$ cat src/rtl/bcd_updown_counter.sv
// Multi-digit BCD up/down counter with a per-digit modulus, parallel load,
// wrap/saturate boundary handling and a registered terminal-count pulse.
module bcd_updown_counter #(
  parameter int                      NUM_DIGITS = 4,
  parameter logic [4*NUM_DIGITS-1:0] DIGIT_MOD  = 16'h6A6A,
  parameter bit                      WRAP       = 1'b1
) (
  input  logic                    clk,
  input  logic                    rst_i,
  input  logic                    en_i,
  input  logic                    dir_i,
  input  logic                    load_i,
  input  logic [4*NUM_DIGITS-1:0] load_val_i,
  output logic [4*NUM_DIGITS-1:0] digits_o,
  output logic                    tc_o,
  output logic                    zero_o,
  output logic                    max_o
);

  localparam int W = 4*NUM_DIGITS;

  logic [W-1:0]          digits_q, digits_d;
  logic [W-1:0]          load_clamped;
  logic                  tc_q, tc_d;
  logic [NUM_DIGITS-1:0] at_max, at_zero;
  logic [NUM_DIGITS-1:0] up_step, dn_step;
  logic                  all_max, all_zero;

  function automatic logic [3:0] mod_m1(input int idx);
    return DIGIT_MOD[4*idx +: 4] - 4'd1;
  endfunction

  // Per-digit decode plus the ripple of "all lower digits at max/zero".
  always_comb begin
    logic up_c;
    logic dn_c;
    up_c         = 1'b1;
    dn_c         = 1'b1;
    at_max       = '0;
    at_zero      = '0;
    up_step      = '0;
    dn_step      = '0;
    load_clamped = '0;
    for (int i = 0; i < NUM_DIGITS; i++) begin
      at_max[i]  = (digits_q[4*i +: 4] == mod_m1(i));
      at_zero[i] = (digits_q[4*i +: 4] == 4'd0);
      up_step[i] = up_c;
      dn_step[i] = dn_c;
      up_c       = up_c & at_max[i];
      dn_c       = dn_c & at_zero[i];
      load_clamped[4*i +: 4] = (load_val_i[4*i +: 4] >= DIGIT_MOD[4*i +: 4]) ?
                               mod_m1(i) : load_val_i[4*i +: 4];
    end
    all_max  = up_c;
    all_zero = dn_c;
  end

  always_comb begin
    digits_d = digits_q;
    tc_d     = 1'b0;
    if (load_i) begin
      digits_d = load_clamped;
    end else if (en_i) begin
      if (!dir_i) begin
        tc_d = all_max;
        // Saturation at the top simply suppresses the step.
        if (WRAP || !all_max) begin
          for (int i = 0; i < NUM_DIGITS; i++) begin
            if (up_step[i]) begin
              digits_d[4*i +: 4] = at_max[i] ? 4'd0 : digits_q[4*i +: 4] + 4'd1;
            end
          end
        end
      end else begin
        tc_d = all_zero;
        if (WRAP || !all_zero) begin
          for (int i = 0; i < NUM_DIGITS; i++) begin
            if (dn_step[i]) begin
              digits_d[4*i +: 4] = at_zero[i] ? mod_m1(i) : digits_q[4*i +: 4] - 4'd1;
            end
          end
        end
      end
    end
  end

  always_ff @(posedge clk) begin
    if (rst_i) begin
      digits_q <= '0;
      tc_q     <= 1'b0;
    end else begin
      digits_q <= digits_d;
      tc_q     <= tc_d;
    end
  end

  assign digits_o = digits_q;
  assign tc_o     = tc_q;
  assign zero_o   = all_zero;
  assign max_o    = all_max;

endmodule

$ cat config.mk
export PLATFORM = sky130hd
export DESIGN_NAME = bcd_updown_counter
export DESIGN_NICKNAME = d
export VERILOG_FILES = /design/src/rtl/bcd_updown_counter.sv
export SDC_FILE = /design/constraint.sdc
export NUM_CORES = 1
export LEC_CHECK = 0
export CAP_MARGIN = 5
export CORE_ASPECT_RATIO = 1.2
export CORE_UTILIZATION = 50
export CTS_CLUSTER_DIAMETER = 150
export DETAILED_ROUTE_END_ITERATION = 10
export GPL_ROUTABILITY_DRIVEN = 0
export PLACE_DENSITY = 0.81
export SLEW_MARGIN = 10
export SYNTH_ARGS = -nofsm -noshare
export SYNTH_HDL_FRONTEND = slang
export SYNTH_SLANG_ARGS = --single-unit
$ cat constraint.sdc
create_clock -name clk -period 2.3 [get_ports clk]
set_input_delay 0.46 -clock clk [delete_from_list [all_inputs] [get_ports clk]]
set_output_delay 0.46 -clock clk [all_outputs]
set_load 0.02 [all_outputs]
== Word level (Yosys, flattened, before mapping) ==
Index checks and enable logic that the tools add are counted.
Word-level totals
  flip-flop bits (word level): 17
  latch bits: 0
  bits in writable memories: 0
  ROM bits: 0
  input bits: 21
  output and inout bits: 19
  logic and storage cells: 65
  memories kept: 0
Operators by class
  add/sub/neg operators: 8
  multipliers: 0
  div/mod/pow operators: 0
  $lt $le $gt $ge: 4
  equality and inequality tests: 7
  shift-type cells: 0
  multiplexer cells: 22
  bitwise logic cells: 7
  reductions and logical operators: 12
Operators with widths (count)
  $mux 4: 18
  $mux 16: 3
  $add 4x1->4 const B: 4
  $logic_not 4->1: 4
  $sub 4x1->4 const B: 4
  $ne 3x1->1 const B: 3
  $reduce_and 3->1: 3
  $reduce_bool 3->1: 3
  $eq 4x3->1 const B: 2
  $eq 4x4->1 const B: 2
  $ge 4x3->1 const B: 2
  $ge 4x4->1 const B: 2
  $and 1x1->1: 6
  $reduce_or 3->1: 1
  $reduce_bool 2->1: 1
  $mux 1: 1
  $not 1->1: 1

== Depth between registers and ports, before layout ==
  depth after elaboration: 7
  mapped depth: 7
  mapped depth without buffers: 5

== Worst setup path after synthesis ==
OpenSTA, ideal clock, no wires.
  path type: register -> register
  start: register digits_q[10], in the netlist digits_o[10]
  end: register tc_q, in the netlist tc_o
  library setup time: 116 ps
  data arrival time: 1775 ps
  required time: 2184 ps
  path slack: 409 ps
  cell stages (with the launch flop): 7
  buffers on the path: 1
  period minus slack after synthesis: 1891 ps
  cell sequence: dfxtp_1 > buf_2 > and4bb_2 > and4b_1 > and3_1 > mux2_2 > and4_1
Between the ends
  longest elaborated chain between the ends: 4
  elaborated cells between the ends (all ways): 7
  classes of those cells: 1 x eq/ne; 1 x mux; 4 x bitwise; 1 x reduce/logical
RTL lines
  start: declaration: RTL line 22  | logic [W-1:0] digits_q, digits_d;
  start signal: assignment: RTL line 92  | digits_q <= digits_d;
  $eq 4x4->1: RTL line 45  | at_max[i] = (digits_q[4*i +: 4] == mod_m1(i));
  $and 1x1->1 (2 in series): RTL line 49  | up_c = up_c & at_max[i];
  net max_o: RTL line 17  | output logic max_o
  $mux 1: RTL line 64  | if (!dir_i) begin
  end signal: assignment: RTL line 93  | tc_q <= tc_d;
  end: declaration: RTL line 24  | logic tc_q, tc_d;
The timed path passes the listed nets, and every way through them passes these cells.
A chain may end at the register's enable or synchronous reset.

== Final worst setup path ==
  start: register digits_q[8], in the netlist digits_o[8]
  end: output max_o
Between the ends
  longest elaborated chain between the ends: 3
RTL lines (RTL line)
  $eq 4x4->1: 45
  $and 1x1->1 (2 in series): 49
  end: declaration: 17
No other way between the ends.

==> reports/qor.csv <==
stage,metric,value,unit
run_status,outcome,"finished, final reports clean",
timing,hold_violations,0,
setup_path,cp-start-kind,flip-flop,
floorplan,die_w,53.8,microns
min_path,hold_path.class,flip-flop to flip-flop,
clock_network,cts-root-buf,clkbuf_4,
setup_path,worstRegToRegCells,6,
finish,n_antenna_cell,0,
place,place_ws,0.107,ns
yosys,synthesis.area,1610,sq um
finish,drive_gt1_share,15.2,%
setup_path,endpoint,max_o,
clock_network,cts-buffers-inserted,3,
yosys,synth_warnings,0,
place,numPortBuffers,39,
flow_run,maxCapViolations,0,
floorplan,ios,40,
drt,routedWlPerCell,15.0,microns
finish,synthToLayoutAreaGrowth,34.1,%
power_and_ir_drop,power_density,461,nW/um^2
yosys,synthCells,213,
power_and_ir_drop,seqPwrFrac,36.1,%
power_and_ir_drop,ir_drop,0.275,mV
yosys,synth_ff_type,dfxtp_1,
timing,setup_slack,0.0676,ns
yosys,synth_nets,234,
grt,antenna_found_initial,0,
yosys,async_flop_share,0,%
grt,first_global_vias,1678,
clock_network,post_cts_resized,3,
place,dp.cells,288,
setup_path,cpLargestDelayFamily,simple AND/OR/NAND/NOR gates,
place,placed_area,2130,sq um
setup_path,path_buf_inv,1,
timing,finalCritPeriodShare,97.1,%
clock_network,cts_tree,done,
setup_path,path_cells,"and4bb_2, and4b_1, and3_1, dlygate4sd2_1",
setup_path,worstPathMaxFanout,5,
yosys,ys_seq_area_share,21.1,%
setup_path,critPathArrivalTime,1.77,ns
yosys,ys_types,57,
floorplan,fp.dieArea,3450,sq um
drt,wl,4.37,mm
power_and_ir_drop,power_switching_share,38.4,%
grt,grt-ovfl-total,0,
timing,rsz0062_at_grt,yes,
clock_network,cts_setup_buffers,0,
timing,slew_headroom,75.3,%
drt,vias_per_cell,6.12,
power_and_ir_drop,p_comb_share,45.6,%
grt,grt_pass1_wl,7.24,mm
power_and_ir_drop,p_clk_share,18.4,%
setup_path,crit_type,flip-flop to output port,
clock_network,hold_buffers,0,
setup_path,rr_endpoint,digits_o[6],
floorplan,row_count,22,
finish,final_core_utilization,70.7,%
setup_path,cpMaxStageDelayCell,dfxtp_1,
setup_path,reg2reg_slack,0.48,ns
setup_path,cp-startpoint,digits_o[8],
floorplan,start_util,52.7,%
grt,track_usage,27.8,%
finish,fin_nets,278,
place,dp_hpwl,3.20,mm
setup_path,path_depth,4,
clock_network,insertion_delay,0.31,ns
drt,route.antenna.remaining_nets,0,
timing,skew,0.00277,ns
yosys,synth-edff-count,0,
power_and_ir_drop,p_sw,0.382,mW
finish,finalInstanceArea,2160,sq um
grt,grt_max_degree,36,
power_and_ir_drop,power.total,0.995,mW
setup_path,timing.rr.start,digits_o[0],
clock_network,cts.clk_slew.worst_paths,0.12,ns
power_and_ir_drop,p_int,0.613,mW
yosys,syn_avg_cell_area,7.56,sq um
drt,via_count,1787,
power_and_ir_drop,p_leak,0.792,nW
drt,first_pass_iters,5,
drt,drc,0,
drt,drtIter0Drc,80,
setup_path,cp-end-kind,output port,
setup_path,worstPathRequired,1.84,ns
timing,setup_viol,0,
clock_network,cts_sinks,17,
clock_network,cts_max_level,1,
timing,tightest_slew,0.361,ns
clock_network,clk_path_buf_depth,2,
timing,slew_viol_final,0,
timing,fmax,448,MHz
finish,fin_cells,292,
setup_path,cpPeakStageDelay,0.44,ns
timing,fin_tns_setup,0,ns
timing,period_minus_slack,2.23,ns
timing,hold_ws,0.584,ns
floorplan,die_h,64.2,microns
floorplan,core-area,3060,sq um
yosys,ys_seq_elements,17,
[sequential cells by signal (all words and copies together) (netlist names)]
register  cells
digits_o     16
tc_o          1
[cell type report]
type,instances,area (sq um)
Inverter,7,26.3
Clock inverter,1,5.00
Fill cell,259,896
Sequential cell,17,342
Tap cell,36,45.0
Multi-Input combinational cell,168,1150
Clock buffer,3,22.5
Timing Repair Buffer,60,571
[tightest hold or removal path, delay by kind of cell, from the launching register on]
family           cells  cell delay (ns)
and+or+nand+nor      1             0.05
DFF                  1             0.36
muxes                1             0.13
[power by group through the flow]
stage	combinational, mW	sequential (mW)	clock, mW
final	0.453	0.359	0.183
after global routing	0.490	0.363	0.203
after CTS	0.451	0.358	0.185
after detailed placement	0.449	0.364	0
after global placement	0.442	0.362	0
after floorplan	0.251	0.383	0
[synthesized netlist by cell type (all sizes together), types with 2 or more instances]
cell     number  area, sq um
nor2b        11         68.8
a211oi        8         72.6
o31ai         3         22.5
nor3         10         61.3
xnor2         4         35.0
a221oi        2         17.5
nor3b         4         30.0
a31oi         5         46.3
nand3         7         35.0
a22oi         2         15.0
a21oi        12         63.8
a2111oi       2         17.5
mux2          2         22.5
and2          2         12.5
and4bb        3         37.5
o21ai        11         55.1
a32oi         2         17.5
nand2b        8         50.1
nand2         6         22.5
nand3b        5         37.5
inv           7         26.3
nand4b        3         26.3
and3          3         18.8
nor2         23         86.3
nor4          5         52.6
mux2i         5         50.1
or3b          2         17.5
dfxtp        17          340
o211ai        3         22.5
buf           8         45.0
clkbuf       13         50.0
[layer usage]
metal  GRT usage, %  wire length [microns]  up-vias
met1           34.4                   1980      845
met3           3.81                    162        9
met2           44.3                   2120       57
met5              0                      0        -
met4           15.5                     98        0
li1               -                      -      876
[cells in the final DEF, fill, tap and decap left out, types with 3 or more instances in the layout]
cell type and n:
a21oi_1 11, nor3_1 9, a211oi_1 7, clkbuf_4 3, nor2_1 23, and4bb_2 3, nor4_1 3, o21ai_0 11
o211ai_1 3, mux2i_1 5, and3_1 3, clkdlybuf4s50_1 37, inv_1 7, dfxtp_1 16, o31ai_1 3, xnor2_1 4
a31oi_1 4, nand3b_1 5, nand2_1 6, nor2b_1 11, nand4b_1 3, nand3_1 7, nand2b_1 8, nor3b_1 4
buf_4 19
[cells by family (layout without fill, tap and decap cells)]
group           count (synthesis)  count (layout)  share of synthesized area, %
simple gates                   98              98                          38.2
compound gates                 58              58                          25.9
buf+inv                        28              71                          7.54
flops                          17              17                          21.1
mux                             7               7                          4.51
xor+xnor                        5               5                          2.72
[worst min path at each step]
stage	startpoint	endpoint	slack (ns)	cells after the start
after floorplan	digits_o[7]	digits_o[7]	0.63	2
after global placement	digits_o[10]	digits_o[10]	0.55	2
after detailed placement	digits_o[11]	digits_o[11]	0.56	2
after CTS	digits_o[11]	digits_o[11]	0.59	2
after global routing	digits_o[13]	digits_o[13]	0.60	2
final	digits_o[10]	digits_o[10]	0.58	2
Power figures use the tool's default switching activity.
